==> src/rtl/lane_game_pkg.sv <==
// Shared state encoding and default parameter constants for the lane game core.
package lane_game_pkg;

   typedef enum logic [1:0] {
      ST_IDLE = 2'd0,
      ST_PLAY = 2'd1,
      ST_HIT  = 2'd2,
      ST_DONE = 2'd3
   } state_e;

   localparam int DEF_COLS      = 20;
   localparam int DEF_ROWS      = 15;
   localparam int DEF_LIVES     = 3;
   localparam int DEF_WIN_SCORE = 10;
   localparam int DEF_HIT_HOLD  = 8;

   // Odd rows rotate toward higher columns, even rows toward lower columns.
   localparam logic [63:0] DEF_LANE_DIR = {32{2'b10}};

endpackage

==> src/rtl/lane_game_core_lane_row.sv <==
// One rotating obstacle lane: loads its initial pattern, rotates one column per enable.
module lane_row #(
   parameter int W   = 20,
   parameter bit DIR = 1'b1
) (
   input  logic         clk,
   input  logic         reset,
   input  logic         load,
   input  logic         en,
   input  logic [W-1:0] init,
   output logic [W-1:0] row
);

   logic [W-1:0] row_q;
   logic [W-1:0] row_d;

   // Next lane contents: reload wins over rotation; DIR=1 moves bits toward higher columns.
   always_comb begin
      // NOTE: row_d gets a default first so every path assigns it and no latch is inferred.
      row_d = row_q;
      if (load) begin
         row_d = init;
      end else if (en) begin
         row_d = DIR ? {row_q[W-2:0], row_q[W-1]} : {row_q[0], row_q[W-1:1]};
      end
   end

   // Lane register with synchronous active-low reset.
   always_ff @(posedge clk) begin
      // NOTE: the lane bits are plain flops, not a RAM, so reset can legally restore the whole pattern.
      if (!reset) begin
         // NOTE: sequential state uses non-blocking assignments so every flop samples pre-edge values.
         row_q <= init;
      end else begin
         row_q <= row_d;
      end
   end

   assign row = row_q;

endmodule

==> src/rtl/lane_game_core.sv <==
// Lane-crossing game core: rotating obstacle lanes, player movement, scoring and lives.
module lane_game_core
   import lane_game_pkg::*;
#(
   parameter int                      COLS      = DEF_COLS,
   parameter int                      ROWS      = DEF_ROWS,
   parameter logic [COLS*ROWS-1:0]    LANE_INIT = '0,
   parameter logic [ROWS-1:0]         LANE_DIR  = DEF_LANE_DIR[ROWS-1:0],
   parameter int                      LIVES     = DEF_LIVES,
   parameter int                      WIN_SCORE = DEF_WIN_SCORE,
   parameter int                      HIT_HOLD  = DEF_HIT_HOLD,
   localparam int                     XW        = $clog2(COLS),
   localparam int                     YW        = $clog2(ROWS)
) (
   input  logic          clk,
   input  logic          reset,
   input  logic          start,
   input  logic          lane_tick,
   input  logic          move_tick,
   input  logic          btn_up,
   input  logic          btn_down,
   input  logic          btn_left,
   input  logic          btn_right,
   input  logic [XW-1:0] qx,
   input  logic [YW-1:0] qy,
   output logic          q_obstacle,
   output logic          q_player,
   output logic [XW-1:0] player_x,
   output logic [YW-1:0] player_y,
   output logic [3:0]    lives,
   output logic [3:0]    score,
   output logic [1:0]    state,
   output logic          collision
);

   localparam int              HW        = $clog2(HIT_HOLD + 1);
   localparam logic [XW-1:0]   X_MAX     = XW'(COLS - 1);
   localparam logic [XW-1:0]   X_START   = XW'(COLS / 2);
   localparam logic [XW-1:0]   X_ONE     = XW'(1);
   localparam logic [YW-1:0]   Y_MAX     = YW'(ROWS - 1);
   localparam logic [YW-1:0]   Y_ONE     = YW'(1);
   localparam logic [YW-1:0]   Y_PRE     = YW'(ROWS - 2);
   localparam logic [3:0]      LIVES_4   = 4'(LIVES);
   localparam logic [3:0]      WIN_4     = 4'(WIN_SCORE);
   localparam logic [HW-1:0]   HOLD_LAST = HW'(HIT_HOLD - 1);

   state_e        state_q, state_d;
   logic [XW-1:0] player_x_q, player_x_d;
   logic [YW-1:0] player_y_q, player_y_d;
   logic [3:0]    score_q, score_d;
   logic [3:0]    lives_q, lives_d;
   logic [HW-1:0] hold_q, hold_d;
   logic          collision_q, collision_d;
   logic          start_q;

   logic          start_rise;
   logic          lane_load;
   logic          lane_en;
   logic          hit_here;
   logic          go_up, go_down, go_left, go_right;
   logic [COLS-1:0] lane_map [ROWS];

   assign start_rise = start & ~start_q;
   assign lane_en    = lane_tick & ((state_q == ST_PLAY) | (state_q == ST_HIT));

   // Opposing buttons pressed together cancel their axis before priority is applied.
   assign go_up    = btn_up    & ~btn_down;
   assign go_down  = btn_down  & ~btn_up;
   assign go_left  = btn_left  & ~btn_right;
   assign go_right = btn_right & ~btn_left;

   // Start and goal rows are always empty; the rows in between are rotating lanes.
   for (genvar r = 0; r < ROWS; r++) begin : g_lane
      if (r == 0 || r == ROWS - 1) begin : g_fixed
         assign lane_map[r] = '0;
      end else begin : g_rot
         lane_row #(
            .W   (COLS),
            .DIR (LANE_DIR[r])
         ) u_row (
            .clk   (clk),
            .reset (reset),
            .load  (lane_load),
            .en    (lane_en),
            .init  (LANE_INIT[r*COLS +: COLS]),
            .row   (lane_map[r])
         );
      end
   end

   // Hit looks at registered lane and player state, so it lands one cycle after the causing tick.
   assign hit_here = lane_map[player_y_q][player_x_q];

   // Next-state, movement, scoring and lives.
   always_comb begin
      state_d     = state_q;
      player_x_d  = player_x_q;
      player_y_d  = player_y_q;
      score_d     = score_q;
      lives_d     = lives_q;
      hold_d      = hold_q;
      collision_d = 1'b0;
      lane_load   = 1'b0;

      unique case (state_q)
         ST_IDLE, ST_DONE: begin
            if (start_rise) begin
               state_d    = ST_PLAY;
               lane_load  = 1'b1;
               score_d    = 4'd0;
               lives_d    = LIVES_4;
               player_x_d = X_START;
               player_y_d = '0;
               hold_d     = '0;
            end
         end
         ST_PLAY: begin
            if (player_y_q == Y_MAX) begin
               // Goal takes precedence over any hit: return to start, finish on the winning crossing.
               player_x_d = X_START;
               player_y_d = '0;
               if (score_q == WIN_4) begin
                  state_d = ST_DONE;
               end
            end else if (hit_here) begin
               collision_d = 1'b1;
               lives_d     = (lives_q == 4'd0) ? 4'd0 : lives_q - 4'd1;
               player_x_d  = X_START;
               player_y_d  = '0;
               hold_d      = '0;
               state_d     = ST_HIT;
            end else if (move_tick) begin
               if (go_up) begin
                  player_y_d = player_y_q + Y_ONE;
                  if (player_y_q == Y_PRE) begin
                     score_d = score_q + 4'd1;
                  end
               end else if (go_down) begin
                  if (player_y_q != '0) begin
                     player_y_d = player_y_q - Y_ONE;
                  end
               end else if (go_left) begin
                  if (player_x_q != '0) begin
                     player_x_d = player_x_q - X_ONE;
                  end
               end else if (go_right) begin
                  if (player_x_q != X_MAX) begin
                     player_x_d = player_x_q + X_ONE;
                  end
               end
            end
         end
         ST_HIT: begin
            if (lives_q == 4'd0) begin
               state_d = ST_DONE;
            end else if (move_tick) begin
               if (hold_q == HOLD_LAST) begin
                  state_d = ST_PLAY;
                  hold_d  = '0;
               end else begin
                  hold_d = hold_q + HW'(1);
               end
            end
         end
         default: begin
            state_d = ST_IDLE;
         end
      endcase
   end

   // State register with synchronous active-low reset that overrides all ticks.
   always_ff @(posedge clk) begin
      if (!reset) begin
         state_q     <= ST_IDLE;
         player_x_q  <= X_START;
         player_y_q  <= '0;
         score_q     <= 4'd0;
         lives_q     <= LIVES_4;
         hold_q      <= '0;
         collision_q <= 1'b0;
         start_q     <= 1'b0;
      end else begin
         state_q     <= state_d;
         player_x_q  <= player_x_d;
         player_y_q  <= player_y_d;
         score_q     <= score_d;
         lives_q     <= lives_d;
         hold_q      <= hold_d;
         collision_q <= collision_d;
         start_q     <= start;
      end
   end

   // Zero-latency pixel query; coordinates outside the field read as empty.
   assign q_obstacle = (qx <= X_MAX && qy <= Y_MAX) ? lane_map[qy][qx] : 1'b0;
   assign q_player   = (qx == player_x_q) && (qy == player_y_q);

   assign player_x  = player_x_q;
   assign player_y  = player_y_q;
   assign lives     = lives_q;
   assign score     = score_q;
   assign state     = state_q;
   assign collision = collision_q;

endmodule

==> config.mk <==
export PLATFORM = sky130hd
export DESIGN_NAME = lane_game_core
export DESIGN_NICKNAME = d
export VERILOG_FILES = /design/src/rtl/lane_game_pkg.sv /design/src/rtl/lane_game_core_lane_row.sv /design/src/rtl/lane_game_core.sv
export SDC_FILE = /design/constraint.sdc
export NUM_CORES = 1
export LEC_CHECK = 0
export ABC_CLOCK_PERIOD_IN_PS = 2800
export CORE_ASPECT_RATIO = 2
export CORE_MARGIN = 8
export CORE_UTILIZATION = 30
export CTS_CLUSTER_SIZE = 28
export DETAILED_ROUTE_END_ITERATION = 7
export GPL_TIMING_DRIVEN = 0
export PLACE_DENSITY_LB_ADDON = 0.15
export SLEW_MARGIN = 20
export SYNTH_ARGS = -nofsm -noshare
export SYNTH_HDL_FRONTEND = slang
export SYNTH_SLANG_ARGS = --single-unit
==> constraint.sdc <==
create_clock -name clk -period 2.8 [get_ports clk]
set_clock_uncertainty 0.1 [all_clocks]
set_input_delay 0.28 -clock clk [delete_from_list [all_inputs] [get_ports clk]]
set_output_delay 0.28 -clock clk [all_outputs]
set_load 0.1 [all_outputs]
Word-level counts from Yosys, hierarchy flattened
Index checks and enable logic that the tools add are counted.
Widths: inputs -> output; s select.

storage, ports and cells
  bits in registers = 285
  input port bits = 18
  logic and storage cells = 155
  output and inout bits = 22

operators by class
  equal/unequal tests = 31
  add/sub/neg operators = 7
  bitwise logic cells = 16
  reduce and logical (&&, ||, !) cells = 16
  magnitude comparators = 6
  multiplexer cells = 58

operators by type and width
  operator             number
  $bmux 20 s4          2
  $mux 4               21
  $mux 20              4
  $mux 5               10
  $pmux 4 s2           3
  $ne 2x2->1 const B   8
  $ne 5x3->1 const B   3
  $reduce_and 5->1     3
  $mux 2               7
  $add 4x1->4 const B  3
  $eq 4x4->1 const B   3
  $lt 5x6->1 const B   2
  $ne 4x3->1 const B   3
  $pmux 4 s3           1
  $bmux 1 s5           2
  $ge 5x5->1 const B   2
  $ne 5x4->1 const B   2
  $not 4->5            2
  $pmux 5 s2           1
  $ne 3x2->1 const B   3
  $reduce_and 8->1     1
  $sub 4x1->4 const B  2
  $not 1->1            7
  $reduce_and 7->1     1
  other kinds (25)     38

Depth between registers and ports, before layout
  depth in word-level cells = 10
  depth in mapped cells = 13
  mapped depth without buffers = 10

Cells and area by module
From an unflattened synthesis, not the netlist that was laid out.

unflattened totals
  cells, all modules = 1260
  area, all modules = 18725.5 µm²

by module, submodules not included
  module          times used  cells an instance  area an instance (µm²)  sequential area each (µm²)
  lane_row        13          44                 939.7                   600.6
  lane_game_core  1           688                6510.0                  500.5

Least setup slack after synthesis
No wires, ideal clock.

  path kind = flip-flop to output port
  from = register player_y_q[2] (netlist: player_y[2])
  to = output port q_player
  cell stages (with the launch flop) = 8
  data arrival time = 4.941 ns
  slack = -2.521 ns
  data required time = 2.420 ns
  path through = dfxtp_1 buf_2 buf_6 buf_2 buf_1 xnor2_1 nand4_1 nor4_1

on the way
  cells in the longest elaborated chain, start to end = 2

ends and longest elaborated chain
  item                    RTL line               RTL
  from (decl)             lane_game_core.sv:49   logic [YW-1:0] player_y_q, player_y_d;
  from (signal assigned)  lane_game_core.sv:185  player_y_q <= player_y_d;
  $eq 4x4->1              lane_game_core.sv:196  assign q_player = (qx == player_x_q) && (qy == player_y_q);
  $logic_and 1x1->1       lane_game_core.sv:196
  to (decl)               lane_game_core.sv:27   output logic q_player,

No other way between the ends.

Worst setup path in the final report
  from = input port qy[1]
  to = output port q_obstacle

on the way
  cells in the longest elaborated chain, start to end = 7

ends and longest elaborated chain
  item                                         RTL line               RTL
  from (decl)                                  lane_game_core.sv:25   input logic [YW-1:0] qy,
  $not 4->5 (not written as such)              lane_game_core.sv:195  assign q_obstacle = (qx <= X_MAX && qy <= Y_MAX) ? lane_map[qy][qx] : 1'b0;
  $bmux 20 s4                                  lane_game_core.sv:195
  $mux 20 (not written as such) (2 in series)  lane_game_core.sv:195
  $bmux 1 s5                                   lane_game_core.sv:195
  $mux 1 (not written as such)                 lane_game_core.sv:195
  $mux 1 (*)                                   lane_game_core.sv:195
  to (decl)                                    lane_game_core.sv:26   output logic q_obstacle,

Mark *: on every way between the ends. The rest lies on a longest branch, timed or not. The select of a mux whose other input is x is not followed.

==> reports/results.ini <==
[clocking]
ctsRootBufferMaster=clkbuf_16
cts_hold_buf=0
cts_tree=built
path_clk_slew_ps=70
clkSinkCount=285
clk_path_buf_depth=3
cts_buffers=30
insertion_delay_ps=590
cts-htree-levels=1

[power_and_ir_drop]
power_density_mw_per_mm2=595
p_seq_share_pct=36.1
p_total_mw=11.4
p_leak_nw=6.04
p_sw_mw=4.04
clkPwrFrac_pct=38.5
sw_frac_of_total_pct=35.5
comb_power_share_pct=25.4
p_int_mw=7.36
ir_drop_mv=0.600

[detailed_routing]
vias=15200
drtIter0Drc=1563
avgRoutedWirePerCell_um=25.4
drt_first_pass_iters=6
drc=0
ant_nets=0
via_per_inst=5.67
finalWirelength_mm=68.3

[timing]
grt_setup_unrepaired=yes
finalSetupViolations=26
fin_setup_tns_ps=-9120
holdWs_ps=149
finalHoldViolCount=0
layout_setup_ws_ps=-536
fmax_mhz=300
drv_slew=0
maxSlewHeadroom_pct=31.4
fin_crit_ps=3340
max_slew.worst_pin.slew_ps=1010
finalCritPeriodShare_pct=119

[place]
placed_area_sq_mm=0.0167
gp_congestion=0.966
portBuffers=34
hpwl_mm=50.2

[yosys]
syn-num-nets=1936
synth_area_sq_mm=0.0155
synth_largest_area_cell=dfxtp_1
synth_edf_count=0
synth_top_area_share_pct=36.8
ys_warn_count=0
seq_area_frac_synth_pct=36.8
synth_cell_types=72
ys.flop_type=dfxtp_1
netlist_top_cells_area=dfxtp_1 37%, nand2_1 13%, a21oi_1 9.2%
syn_avg_cell_area_sq_um=8.12
async_flop_share_pct=0
ys_seq_elements=285
synthCells=1906

[worst_setup_path]
reg2regPathDepth=10
timing.rr.start=player_y[1]$_SDFFE_PN0P_
r2r_slack_ps=-500
cp-end-kind=output port
crit_fanout=10
start_kind=primary input
path_cells=buf_4 > buf_6 > nand2b_1 > clkbuf_2 > o22ai_1 > o32ai_4 > o21ai_1 > o21ai_1 > a221oi_2 > o311a_4 > buf_12
setup.worst_path.class=in2out
cp.required_ps=2420
crit_cells=11
crit_slowest_cell=o32ai_4
slowest_delay_ps=390
crit_top_cell=o21ai_1
cp_data_arrival_time_ps=2960
cp_num_buf_inv=4
path_delay_family=compound AO/OA/AOI/OAI gates
reg2reg_to=player_x[1]$_SDFFE_PN1P_

[global_routing]
antenna_found_initial=1
use_met3_pct=2.40
grt-ovfl-total=0
grt_use_met2_pct=35.9
grt_use_met1_pct=28.7
grt_usage_pct=22.3
grt_start_max_net_pins=15
grt_pass1_vias=14400
grt_pass1_wl_mm=99.3
busiest_layer=met2

[cells_and_area]
utilization_pct=37.3
final_layout_size_suffix_gt1_share_pct=21.2
area_growth_pct=23.7
final_cell_mix=554 x nand2_1, 282 x a21oi_1, 269 x dfxtp_1, 75 x mux2i_1, 71 x clkbuf_2
final_common_cell=nand2_1
final_cell_area_sq_mm=0.0192
nNetsFinal=2033

[die]
coreArea_sq_mm=0.0514
io_pins=40
initial_core_util_pct=30.1
num_rows=118
fp.dieArea_sq_mm=0.0596
die_w_um=177
die_h_um=337

[run_status]
status=finished, violations left
violations=setup timing

[min_path]
whs_endpoint=hold_q[2]$_SDFFE_PN0P_
min_path_type=in2reg
hold_depth=3
worstHoldStart=reset

[run]
cap_viol_max_count=0

[power groups by stage]
stage | sequential, mW | clock, mW | combinational (mW)
6_report | 4.11 | 4.39 | 2.90
2_1_floorplan | 4.35 | 0 | 1.40
3_5_place_dp | 4.20 | 0 | 2.51
4_1_cts | 4.11 | 4.48 | 2.77
5_1_grt | 4.12 | 4.62 | 3.05
3_3_place_gp | 4.20 | 0 | 2.53
[per-layer routing]
metal  vias up  wire (um)
met5         -          0
met4         0       4350
met3       193       4460
met2       682      31100
met1      7412      28500
li1       6961          -
[Yosys cell counts, types with 3 or more instances]
cell type  count
nand2_1      556
a21oi_1      285
dfxtp_1      285
clkbuf_1     119
mux2i_1       84
mux4_2        55
mux2_2        45
o21ai_0       43
nor2_1        41
inv_1         40
buf_2         30
a22oi_1       26
o22ai_1       25
o221ai_1      24
a221oi_1      20
nor3_1        15
nand2b_1      13
nand3_1       12
nand4_1       11
ha_1          10
nor2b_1       10
xnor2_1       10
buf_6          8
mux2_1         8
o2111ai_1      8
o32ai_1        8
a31oi_1        7
o211ai_1       7
a211oi_1       6
buf_1          6
nand3b_1       6
a21o_1         5
nor4_1         5
o2bb2ai_1      5
or3_1          5
a221o_1        4
and2_1         4
xor2_1         4
buf_4          3
o21a_1         3
o22a_1         3
o311ai_0       3
[metrics by stage]
stage	setup WS, ps	std cells
after floorplan	-124	1906
after global placement	-2580	2600
after detailed placement	-2550	2600
after CTS	-497	2682
after global routing	-556	2687
final	-536	2688
[state kept, by name, indices dropped and copies added, names as in the netlist]
name                    cells
g_lane.g_rot.u_row.row    260
player_x                    5
hold_q                      4
lives                       4
player_y                    4
score                       4
state                       2
collision                   1
start_q                     1
[cells by family after synthesis]
logic type                 Yosys count  share of synthesized area [%]
DFF                                285                           36.8
and+or+nand+nor                    689                           18.2
AOI/OAI and AO/OA                  504                           19.9
adders and majority gates           12                           1.07
xor gates and xnor gates            14                          0.792
muxes                              192                           17.3
buffers and inverters              210                           5.90
[tightest hold or removal path: stages]
cell and delay [ps]:
clkbuf_1 240, nand3b_1 190, o22ai_2 80
[cell type report]
type	count	area, sq um
sequential	285	5740
timing repair buffer	69	728
inverter	43	163
buffer	163	1150
tap	660	826
antenna	1	2.50
multi-input combinational	1411	9490
clock buffer	45	928
fill	5360	32200
clock inverter	11	138
[repair_timing]
item                                    4_1_cts  5_1_grt
endpoints found under the setup margin      236      200
buffers inserted                             27        7
gates resized for setup                     239      152
pin swaps                                    31       30
cloned                                        2        1
[worst max-delay path by stage]
stage                                               start                        to  slack, ps
2_1_floorplan                    player_y[1]$_SDFFE_PN0P_  player_x[1]$_SDFFE_PN1P_       -120
3_3_place_gp                                        qy[0]                q_obstacle      -2580
3_5_place_dp                                        qy[0]                q_obstacle      -2550
4_1_cts         g_lane[9].g_rot.u_row.row[8]$_SDFFE_PP0P_                q_obstacle       -500
5_1_grt        g_lane[9].g_rot.u_row.row[10]$_SDFFE_PP0P_                q_obstacle       -560
6_report                                            qy[1]                q_obstacle       -540
Note: power is estimated with default switching activity, not from simulation.
